<file path="src/rtl/slot_payout_controller_pkg.sv">
// Shared constants for the slot machine: icon codes, payout amounts, controller states.
package slot_pkg;

   localparam logic [2:0] WATERMELON = 3'd0;
   localparam logic [2:0] ORANGE     = 3'd1;
   localparam logic [2:0] APPLE      = 3'd2;
   localparam logic [2:0] CHERRY     = 3'd3;
   localparam logic [2:0] BAR        = 3'd4;
   localparam logic [2:0] BAR2       = 3'd5;
   localparam logic [2:0] BAR3       = 3'd6;
   localparam logic [2:0] JACKPOT    = 3'd7;

   localparam logic [7:0] PAY_JACKPOT    = 8'd100;
   localparam logic [7:0] PAY_BAR3       = 8'd50;
   localparam logic [7:0] PAY_BAR2       = 8'd25;
   localparam logic [7:0] PAY_BAR        = 8'd15;
   localparam logic [7:0] PAY_CHERRY     = 8'd10;
   localparam logic [7:0] PAY_APPLE      = 8'd8;
   localparam logic [7:0] PAY_ORANGE     = 8'd6;
   localparam logic [7:0] PAY_WATERMELON = 8'd4;
   localparam logic [7:0] PAY_ANY_BAR    = 8'd5;
   localparam logic [7:0] PAY_TWO_CHERRY = 8'd2;

   typedef enum logic [2:0] {
      IDLE   = 3'd0,
      SETTLE = 3'd1,
      LATCH  = 3'd2,
      EVAL   = 3'd3,
      PAY    = 3'd4
   } state_t;

endpackage

</file>
<file path="src/rtl/slot_payout_controller_if.sv">
// Spin interface between the reel spinner (master) and the payout controller (slave).
interface slot_payout_controller_if #(
   parameter int CREDIT_W = 10
);
   logic                spin;
   logic [2:0]          icon1;
   logic [2:0]          icon2;
   logic [2:0]          icon3;
   logic [CREDIT_W-1:0] credits;
   logic [7:0]          last_payout;
   logic                win;
   logic                busy;
   logic                reject;

   modport master (
      output spin, icon1, icon2, icon3,
      input  credits, last_payout, win, busy, reject
   );

   modport slave (
      input  spin, icon1, icon2, icon3,
      output credits, last_payout, win, busy, reject
   );
endinterface

</file>
<file path="src/rtl/slot_payout_lut.sv">
// Combinational payout table; the first matching row of the table wins.
module slot_payout_lut
   import slot_pkg::*;
(
   input  logic [2:0] icon1,
   input  logic [2:0] icon2,
   input  logic [2:0] icon3,
   output logic [7:0] payout
);

   logic       all_eq;
   logic       all_bar;
   logic [1:0] n_cherry;

   assign all_eq   = (icon1 == icon2) && (icon2 == icon3);
   assign all_bar  = (icon1 inside {BAR, BAR2, BAR3}) &&
                     (icon2 inside {BAR, BAR2, BAR3}) &&
                     (icon3 inside {BAR, BAR2, BAR3});
   assign n_cherry = 2'(icon1 == CHERRY) + 2'(icon2 == CHERRY) + 2'(icon3 == CHERRY);

   // Triples first, then mixed bars, then the two-cherry consolation.
   always_comb begin
      payout = 8'd0;
      if (all_eq) begin
         case (icon1)
            JACKPOT:    payout = PAY_JACKPOT;
            BAR3:       payout = PAY_BAR3;
            BAR2:       payout = PAY_BAR2;
            BAR:        payout = PAY_BAR;
            CHERRY:     payout = PAY_CHERRY;
            APPLE:      payout = PAY_APPLE;
            ORANGE:     payout = PAY_ORANGE;
            WATERMELON: payout = PAY_WATERMELON;
            default:    payout = 8'd0;
         endcase
      end else if (all_bar) begin
         payout = PAY_ANY_BAR;
      end else if (n_cherry == 2'd2) begin
         payout = PAY_TWO_CHERRY;
      end
   end

endmodule

</file>
<file path="src/rtl/slot_payout_controller.sv">
// Slot payout controller: synchronises the spin button, takes the bet on release,
// waits for the reels to settle, scores the icons and credits the winnings.
//
// state  | meaning
// IDLE   | waiting for a spin release; bet taken or release refused here
// SETTLE | settle down-counter running until terminal count 0
// LATCH  | capture the three reel icons
// EVAL   | register the payout from the table
// PAY    | add payout to balance (saturating), publish last_payout/win
module slot_payout_controller
   import slot_pkg::*;
#(
   parameter int START_CREDITS = 100,
   parameter int CREDIT_W      = 10,
   parameter int BET           = 1,
   parameter int MAX_CREDITS   = 999,
   parameter int SETTLE_CYC    = 4
) (
   input  logic                    clock,
   input  logic                    reset,
   slot_payout_controller_if.slave bus
);

   localparam int CNT_W = (SETTLE_CYC < 2) ? 1 : $clog2(SETTLE_CYC);

   logic                sync1_q, sync2_q, prev_q;
   logic                rise;
   state_t              state_q, state_d;
   logic [CNT_W-1:0]    cnt_q, cnt_d;
   logic [CREDIT_W-1:0] credits_q, credits_d;
   logic [7:0]          last_payout_q, last_payout_d;
   logic                win_q, win_d;
   logic                reject_q, reject_d;
   logic [2:0]          ic1_q, ic2_q, ic3_q, ic1_d, ic2_d, ic3_d;
   logic [7:0]          payout_q, payout_d;
   logic [7:0]          lut_payout;
   logic [CREDIT_W:0]   sum;

   slot_payout_lut u_lut (
      .icon1  (ic1_q),
      .icon2  (ic2_q),
      .icon3  (ic3_q),
      .payout (lut_payout)
   );

   // Extra bit keeps the payout addition from wrapping before the ceiling compare.
   assign sum  = {1'b0, credits_q} + (CREDIT_W+1)'(payout_q);
   assign rise = sync2_q & ~prev_q;

   // Two-flop synchroniser on the raw button plus a delayed copy for release detection.
   always_ff @(posedge clock or posedge reset) begin
      if (reset) begin
         sync1_q <= 1'b1;
         sync2_q <= 1'b1;
         prev_q  <= 1'b1;
      end else begin
         sync1_q <= bus.spin;
         sync2_q <= sync1_q;
         prev_q  <= sync2_q;
      end
   end

   // State and datapath registers; a reset drops any pending payout without a refund.
   always_ff @(posedge clock or posedge reset) begin
      if (reset) begin
         state_q       <= IDLE;
         cnt_q         <= '0;
         credits_q     <= CREDIT_W'(START_CREDITS);
         last_payout_q <= 8'd0;
         win_q         <= 1'b0;
         reject_q      <= 1'b0;
         ic1_q         <= 3'd0;
         ic2_q         <= 3'd0;
         ic3_q         <= 3'd0;
         payout_q      <= 8'd0;
      end else begin
         state_q       <= state_d;
         cnt_q         <= cnt_d;
         credits_q     <= credits_d;
         last_payout_q <= last_payout_d;
         win_q         <= win_d;
         reject_q      <= reject_d;
         ic1_q         <= ic1_d;
         ic2_q         <= ic2_d;
         ic3_q         <= ic3_d;
         payout_q      <= payout_d;
      end
   end

   // Next-state and datapath updates; releases seen outside IDLE are dropped.
   always_comb begin
      state_d       = state_q;
      cnt_d         = cnt_q;
      credits_d     = credits_q;
      last_payout_d = last_payout_q;
      win_d         = win_q;
      reject_d      = 1'b0;
      ic1_d         = ic1_q;
      ic2_d         = ic2_q;
      ic3_d         = ic3_q;
      payout_d      = payout_q;
      case (state_q)
         IDLE: begin
            if (rise) begin
               if (credits_q >= CREDIT_W'(BET)) begin
                  credits_d     = credits_q - CREDIT_W'(BET);
                  last_payout_d = 8'd0;
                  win_d         = 1'b0;
                  cnt_d         = CNT_W'(SETTLE_CYC - 1);
                  state_d       = SETTLE;
               end else begin
                  reject_d = 1'b1;
               end
            end
         end
         SETTLE: begin
            if (cnt_q == '0) begin
               state_d = LATCH;
            end else begin
               cnt_d = cnt_q - CNT_W'(1);
            end
         end
         LATCH: begin
            ic1_d   = bus.icon1;
            ic2_d   = bus.icon2;
            ic3_d   = bus.icon3;
            state_d = EVAL;
         end
         EVAL: begin
            payout_d = lut_payout;
            state_d  = PAY;
         end
         PAY: begin
            if (sum > (CREDIT_W+1)'(MAX_CREDITS)) begin
               credits_d = CREDIT_W'(MAX_CREDITS);
            end else begin
               credits_d = sum[CREDIT_W-1:0];
            end
            last_payout_d = payout_q;
            win_d         = (payout_q != 8'd0);
            state_d       = IDLE;
         end
         default: state_d = IDLE;
      endcase
   end

   assign bus.credits     = credits_q;
   assign bus.last_payout = last_payout_q;
   assign bus.win         = win_q;
   assign bus.busy        = (state_q != IDLE);
   assign bus.reject      = reject_q;

endmodule

</file>
<file path="src/flat_wrapper.sv">
// flat-port wrapper written by rule: the top's interface ports become plain ports
module slot_payout_controller_flat import slot_pkg::*;
#(
   parameter int START_CREDITS = 100,
   parameter int CREDIT_W      = 10,
   parameter int BET           = 1,
   parameter int MAX_CREDITS   = 999,
   parameter int SETTLE_CYC    = 4
)
  (clock, reset, bus_spin, bus_icon1, bus_icon2, bus_icon3, bus_credits, bus_last_payout, bus_win, bus_busy, bus_reject);
  slot_payout_controller_if #(.CREDIT_W(CREDIT_W)) bus_i ();
  input  logic clock;
  input  logic reset;
  input wire logic [$bits(bus_i.spin)-1:0] bus_spin;
  input wire logic [$bits(bus_i.icon1)-1:0] bus_icon1;
  input wire logic [$bits(bus_i.icon2)-1:0] bus_icon2;
  input wire logic [$bits(bus_i.icon3)-1:0] bus_icon3;
  output wire logic [$bits(bus_i.credits)-1:0] bus_credits;
  output wire logic [$bits(bus_i.last_payout)-1:0] bus_last_payout;
  output wire logic [$bits(bus_i.win)-1:0] bus_win;
  output wire logic [$bits(bus_i.busy)-1:0] bus_busy;
  output wire logic [$bits(bus_i.reject)-1:0] bus_reject;
  assign bus_i.spin = bus_spin;
  assign bus_i.icon1 = bus_icon1;
  assign bus_i.icon2 = bus_icon2;
  assign bus_i.icon3 = bus_icon3;
  assign bus_credits = bus_i.credits;
  assign bus_last_payout = bus_i.last_payout;
  assign bus_win = bus_i.win;
  assign bus_busy = bus_i.busy;
  assign bus_reject = bus_i.reject;
  slot_payout_controller #(.START_CREDITS(START_CREDITS), .CREDIT_W(CREDIT_W), .BET(BET), .MAX_CREDITS(MAX_CREDITS), .SETTLE_CYC(SETTLE_CYC)) u_core (.clock(clock), .reset(reset), .bus(bus_i));
endmodule
</file>
<file path="config.mk">
export PLATFORM = sky130hd
export DESIGN_NAME = slot_payout_controller_flat
export DESIGN_NICKNAME = d
export VERILOG_FILES = /design/src/rtl/slot_payout_controller_pkg.sv /design/src/rtl/slot_payout_controller_if.sv /design/src/rtl/slot_payout_lut.sv /design/src/rtl/slot_payout_controller.sv /design/src/flat_wrapper.sv
export SDC_FILE = /design/constraint.sdc
export NUM_CORES = 1
export LEC_CHECK = 0
export ABC_AREA = 1
export CAP_MARGIN = 40
export CORE_MARGIN = 1.5
export CORE_UTILIZATION = 47
export DETAILED_ROUTE_END_ITERATION = 16
export DONT_BUFFER_PORTS = 1
export PLACE_DENSITY = 0.65
export SYNTH_ARGS = -nofsm -noshare
export SYNTH_HDL_FRONTEND = slang
export SYNTH_SLANG_ARGS = --single-unit
</file>
<file path="constraint.sdc">
create_clock -name clock -period 1.9 [get_ports clock]
set_input_delay 0.38 -clock clock [delete_from_list [all_inputs] [get_ports clock]]
set_output_delay 0.38 -clock clock [all_outputs]
set_load 0.1 [all_outputs]
</file>
==> results_dict.tcl, run 1 <==
set metrics [dict create \
    grt_max_degree 16 \
    num_rows 28 \
    yosys.area.top_type "dfrtp_1" \
    place_area_mm2 0.003329 \
    fin_hold_ws_ns 0.07444 \
    die_area_mm2 0.006483 \
    final.period_utilization_pct 103.9 \
    worstPathArrival_ns 2.22 \
    drive_gt1_share_pct 35.90 \
    grt_pass1_vias 2451 \
    synth_most_common_cell "nand2_1" \
    cts-htree-levels 2 \
    dp.final_hpwl_mm 5.108 \
    cts_tree "built" \
    drv_cap 0 \
    overflow 0 \
    die_w_um 80.52 \
    place_congestion 0.8716 \
    setup_viol 6 \
    pre_cts_ws_ns -0.1074 \
    cts_max_path_buffers 2 \
    p_sw_uw 399.2 \
    cts_buffers 5 \
    fin_util_pct 62.10 \
    wl_per_cell_um 14.27 \
    dr.first_iter.drc_count 151 \
    antenna_found_initial 0 \
    avgViaCountPerCell 5.229 \
    start_util_pct 48.27 \
    final_cell_area_mm2 0.003633 \
    synth_area_mm2 0.002824 \
    post-synth-top-area-fraction_pct 32.79 \
    synth_cells 356 \
    fin_skew_ns 0.01259 \
    setup_ws_ns -0.07352 \
    worstSetupPathType "reg2reg" \
    rsz0062_at_grt "yes" \
    vias 2562 \
    synthTopCellsByArea "dfrtp_1 33%, nand2_1 11%, ha_1 7.1%" \
    outcome "complete, but fails checks" \
    ant_nets 0 \
    violations "negative setup slack" \
    end_kind "flop" \
    drv_slew 0 \
    max_slew.worst_pin.slew_ns 0.5531 \
    fin_nets 444 \
    clockPowerShare_pct 36.0 \
    ys.flop_type "dfrtp_1" \
    path_clk_slew_ns 0.09 \
    start_kind "flop" \
    drtPass1Iterations 4 \
    pin_count 33 \
    core_area_mm2 0.005851 \
    hold_violations 0 \
    ys_ff_latch 43 \
    drc_errors 0 \
    ys_warn_count 0 \
    hp-class "in2reg" \
    clkSinkCount 43 \
    fmax_mhz 506.7 \
    synth_cell_types 46 \
    grt_pass1_wl_mm 11.53 \
    peakVddDrop_uv 372.3 \
    pwr_density_cell_mw_per_mm2 445.2 \
    avgSynthCellArea_um2 7.932 \
    switching_share_pct 24.68 \
    synth_edf_count 0 \
    combPwrFrac_pct 5.8 \
    synth_nets 386 \
    slew_headroom_pct 63.03 \
    p_leak_uw 0.001793 \
    die_h_um 80.52 \
    synth.top_cells.by_count "85 x nand2_1, 47 x inv_1, 37 x dfrtp_1" \
    crit_fanout 3 \
    ys_seq_area_share_pct 38.37 \
    period_minus_slack_ns 1.974 \
    async_reset_ff_share_pct 100.0 \
    antenna_cells 0 \
    grt_usage_pct 23.02 \
    cts_root_buffer "clkbuf_8" \
    clock_latency_ns 0.30 \
    cp.required_ns 2.15 \
    io_buffers 0 \
    finalWirelength_mm 6.990 \
    syn2layout_area_growth_pct 28.67 \
    power_frac_seq_pct 58.2 \
    finalPower_uw 1618 \
    p_int_uw 1218 \
]
[registers in the layout, summed over array words and instances (netlist names)]
register                count
u_core.bus.credits         10
u_core.ic3_q                3
u_core.ic1_q                3
u_core.bus.last_payout      7
u_core.bus.win              1
u_core.prev_q               1
u_core.sync2_q              1
u_core.sync1_q              1
u_core.state_q              3
u_core.payout_q             7
u_core.bus.reject           1
u_core.ic2_q                3
u_core.cnt_q                2
[final cells by class]
type                    instances  area [um^2]
fillers                       506         2217
multi-input cells             256         1684
flip-flops and latches         43         1114
repair buffers                 56        455.4
inverters                      52        201.4
well taps                      75        93.84
clock buffers                   6        72.57
clock inverters                 2        12.51
[critical path, stage by stage, from the launching register on]
cell     delay, ns
dfrtp_4       0.45
ha_4          0.14
inv_2         0.03
fa_2          0.32
inv_2         0.09
nand2_2       0.07
nand2_2       0.06
nand3_2       0.06
nand3_1       0.08
nand2_2       0.07
buf_4         0.12
buf_4         0.12
nor2_1        0.12
o21ai_1       0.08
nand2_1       0.06
nand2_1       0.04
[metal layers]
layer	vias up	GRT usage, %	routed length [um]
met5	-	0	0
met4	0	6.724	138
met3	9	2.955	270
met2	49	38.66	3437
met1	1225	30.88	3144
li1	1279	-	-
[stage by stage]
stage                     TNS (ns)  cells
after floorplan             -1.437    356
after global placement     -0.2767    474
after detailed placement   -0.6071    475
after CTS                 -0.09174    485
after global routing        -1.358    490
final                      -0.3144    490
[power by group through the flow]
stage / sequential (uW) / combinational, uW / clock (uW)
final: 942 / 93.1 / 583
after detailed placement: 960 / 93.2 / 0
after CTS: 942 / 95.1 / 596
after floorplan: 966 / 57.7 / 0
after global placement: 959 / 84.5 / 0
after global routing: 945 / 105 / 633
[what timing repair did]
item,CTS,global route
gates resized for setup,14,25
hold buffers,1,0
cloned,0,1
buffers inserted,1,4
setup endpoints to repair,16,19
pin swaps,5,13
hold endpoints to repair,5,0
[layout by cell type, fill, tap and decap left out, types with 4 or more instances in the layout]
cell,n
buf_4,53
ha_1,8
nand2_1,69
nand2_4,4
nor2_2,5
a21oi_2,9
a21oi_1,12
o21ai_0,12
nand3_1,22
nor2_4,6
nor2_1,23
nand4_1,6
dfrtp_4,4
inv_1,41
ha_4,6
nand2_2,15
nor3_1,5
o21ai_1,8
clkbuf_8,5
inv_2,7
mux2_2,4
xor2_1,4
dfrtp_1,30
[final timing paths]
| check | startpoint | endpoint | slack (ns) | cells after the start |
|---|---|---|---|---|
| worst max register to register | u_core.bus.credits[0] | u_core.bus.credits[6] | -0.07 | 15 |
| max in group asynchronous | reset | u_core.bus.credits[0] | 0.80 | 4 |
| min in group asynchronous | reset | u_core.cnt_q[0] | 0.46 | 2 |
| worst min-delay path | bus_spin | u_core.sync1_q | 0.07 | 0 |
| worst min register to register | u_core.sync1_q | u_core.sync2_q | 0.36 | 0 |
| worst max-delay path | u_core.bus.credits[0] | u_core.bus.credits[6] | -0.07 | 15 |
[cell families (layout without fill, tap and decap cells)]
logic type / Yosys count / in the layout / synth area share [%]
compound gates: 59 / 59 / 13.03
xor+xnor: 5 / 5 / 1.551
fa+ha+maj: 18 / 18 / 8.507
buf+inv: 58 / 116 / 9.127
flops: 43 / 43 / 38.37
mux: 4 / 4 / 1.595
other cells: 1 / 1 / 0.1328
simple gates: 168 / 169 / 27.69
No activity file was read; power rests on OpenSTA's default activity.
==> run 2, diff against run 1 <==
--- a/config.mk
+++ b/config.mk
@@ -11,7 +11,8 @@
 export CORE_UTILIZATION = 47
 export DETAILED_ROUTE_END_ITERATION = 16
 export DONT_BUFFER_PORTS = 1
-export PLACE_DENSITY = 0.65
+export PLACE_DENSITY = 0.63
+export SKIP_CTS_REPAIR_TIMING = 1
 export SYNTH_ARGS = -nofsm -noshare
 export SYNTH_HDL_FRONTEND = slang
 export SYNTH_SLANG_ARGS = --single-unit
==> constraint.sdc (replaced) <==
create_clock -name clock -period 2.1 [get_ports clock]
set_input_delay 0.42 -clock clock [delete_from_list [all_inputs] [get_ports clock]]
set_output_delay 0.42 -clock clock [all_outputs]
set_load 0.1 [all_outputs]
==> run 2 against run 1 <==
The flow now finishes without violations. Design area decreased by 9.4%. Global-route usage decreased by 2.1 points. Register-to-register slack improved by 0.16 ns. Setup slack improved by 0.16 ns. Cell count decreased by 5.5%. Critical path depth decreased by 4. Via count decreased by 6.0%. Clock power decreased by 6.7%. Maximum frequency decreased by 2.2%. Utilization decreased by 5.9 points. Worst hold slack improved by 0.047 ns. Largest cell class unchanged.
==> results_dict.tcl, run 2 (synthesized netlist as in run 1, its figures left out) <==
set metrics [dict create \
    outcome "finished, final reports clean" \
    cts_buffers 5 \
    cts_max_path_buffers 2 \
    start_util_pct 48.27 \
    hp-class "in2reg" \
    clock_latency_ns 0.30 \
    largest_reg_flops 10 \
    num-fill-cells 577 \
    crit_fanout 5 \
    die_area_mm2 0.006483 \
    max_slew.worst_pin.slew_ns 0.5499 \
    drive_gt1_share_pct 26.29 \
    cp_top_family "simple AND/OR/NAND/NOR gates" \
    path_clk_slew_ns 0.09 \
    cts_tree "built" \
    slew_headroom_pct 63.24 \
    grt_max_degree 44 \
    dp.final_hpwl_mm 4.776 \
    period_minus_slack_ns 2.018 \
    fin_nets 417 \
    drv_slew 0 \
    fin_util_pct 56.24 \
    grt_pass1_vias 2291 \
    drc_errors 0 \
    ant_nets 0 \
    grt_pass1_wl_mm 10.41 \
    cp_slowest_cell "dfstp_4" \
    worstPathArrival_ns 2.22 \
    p_leak_uw 0.001650 \
    io_buffers 0 \
    fin_hold_ws_ns 0.1210 \
    layout_commonest_cell "nand2_1" \
    drv_cap 0 \
    fin_skew_ns 0.01146 \
    setup_viol 0 \
    vias 2408 \
    regArea_mm2 0.001107 \
    multi_input_area_mm2 0.001573 \
    pin_count 33 \
    finalWirelength_mm 6.407 \
    final-instance-count-excl-fill 463 \
    rsz0062_at_grt "yes" \
    overflow 0 \
    cts_root_buffer "clkbuf_8" \
    path_cells "ha_2, nand2_2, nor2_2, nand3_1, nand3_1, nand2_1, nand2_1, nor2_2, nand2_2, nand2_1, a21oi_2" \
    core_area_mm2 0.005851 \
    final.period_utilization_pct 96.08 \
    critPathBufInv 0 \
    layout_common_cells "80 x nand2_1, 43 x inv_1, 33 x dfrtp_1" \
    avgViaCountPerCell 5.201 \
    die_h_um 80.52 \
    hold_violations 0 \
    antenna_found_initial 0 \
    fmax_mhz 495.6 \
    end_kind "flop" \
    worstSetupPathType "reg2reg" \
    syn2layout_area_growth_pct 16.53 \
    wl_per_cell_um 13.84 \
    place_inst 452 \
    grt_usage_pct 20.91 \
    die_w_um 80.52 \
    pwr_density_cell_mw_per_mm2 446.4 \
    cp_slowest_stage_delay_ns 0.66 \
    dr.first_iter.drc_count 116 \
    peakVddDrop_uv 336.9 \
    num_rows 28 \
    drtPass1Iterations 4 \
    start_kind "flop" \
    cts-htree-levels 2 \
    cp.required_ns 2.30 \
    clkSinkCount 43 \
    place_congestion 0.8981 \
    path_common_cell "nand2_1" \
    antenna_cells 0 \
]
==> run 2: changes by cell type in the layout (fill, tap and decap cells not counted), sizes merged <==
cell | before | now
buf | 55 | 30
dlygate4sd3 | 1 | 0
inv | 50 | 49
nand2 | 89 | 88
clkbuf | 6 | 7
==> run 2: path summary, 6_finish.rpt <==
kind                                            start                    end  slack, ns  depth (start not counted)
worst min register to register         u_core.sync1_q         u_core.sync2_q       0.36                          0
min in group asynchronous                       reset     u_core.payout_q[0]       0.14                          2
worst max register to register  u_core.bus.credits[5]  u_core.bus.credits[3]       0.08                         11
worst max-delay path            u_core.bus.credits[5]  u_core.bus.credits[3]       0.08                         11
max in group asynchronous                       reset  u_core.bus.credits[1]       1.55                          2
worst min-delay path                         bus_spin         u_core.sync1_q       0.12                          0
==> run 2: worst reg2reg max path, delay by kind of cell (launching register included) <==
kind,cells,cell delay [ns]
flops,1,0.66
simple gates,9,0.89
compound gates,1,0.05
fa+ha+maj,1,0.32
==> run 2: where the power goes <==
group	total, uW	internal [uW]	leakage (uW)	switching (uW)
Clock	544	266	0.0000482	278
Sequential	854	842	0.000553	11.6
Combinational	71.3	18.5	0.00105	52.8
==> run 2: per-stage QoR <==
stage          setup WS (ns)  instance area (um^2)  TNS [ns]  total power (uW)
2_1_floorplan      0.0001361                  2869         0             926.6
3_3_place_gp         0.07805                  3104         0             940.7
3_5_place_dp         0.03188                  3104         0             942.5
4_1_cts              0.02556                  3196         0              1486
5_1_grt             -0.03524                  3291   -0.1001              1530
6_report             0.08239                  3291         0              1469
==> run 2: cell type report <==
type	instances	area share (%)
clock buffer	7	2.624
inverter	52	6.084
tap	75	2.852
timing repair buffer	30	6.844
clock inverter	1	0.1521
multi-input combinational	255	47.79
sequential	43	33.65
==> run 2: layer usage <==
layer / vias to the layer above / GRT usage (%) / share of wire (%)
met5: - / 0 / 0
met4: 0 / 8.276 / 2.3
met3: 18 / 4.432 / 4.0
met2: 51 / 35.46 / 49
met1: 1122 / 25.77 / 44
li1: 1217 / - / -
==> run 3, diff against run 2 <==
--- a/config.mk
+++ b/config.mk
@@ -13,6 +13,7 @@
 export DONT_BUFFER_PORTS = 1
 export PLACE_DENSITY = 0.63
 export SKIP_CTS_REPAIR_TIMING = 1
+export SLEW_MARGIN = 10
 export SYNTH_ARGS = -nofsm -noshare
 export SYNTH_HDL_FRONTEND = slang
 export SYNTH_SLANG_ARGS = --single-unit
==> results of run 3 <==
The final DEF is identical to that of run 2; final timing and power are the same.
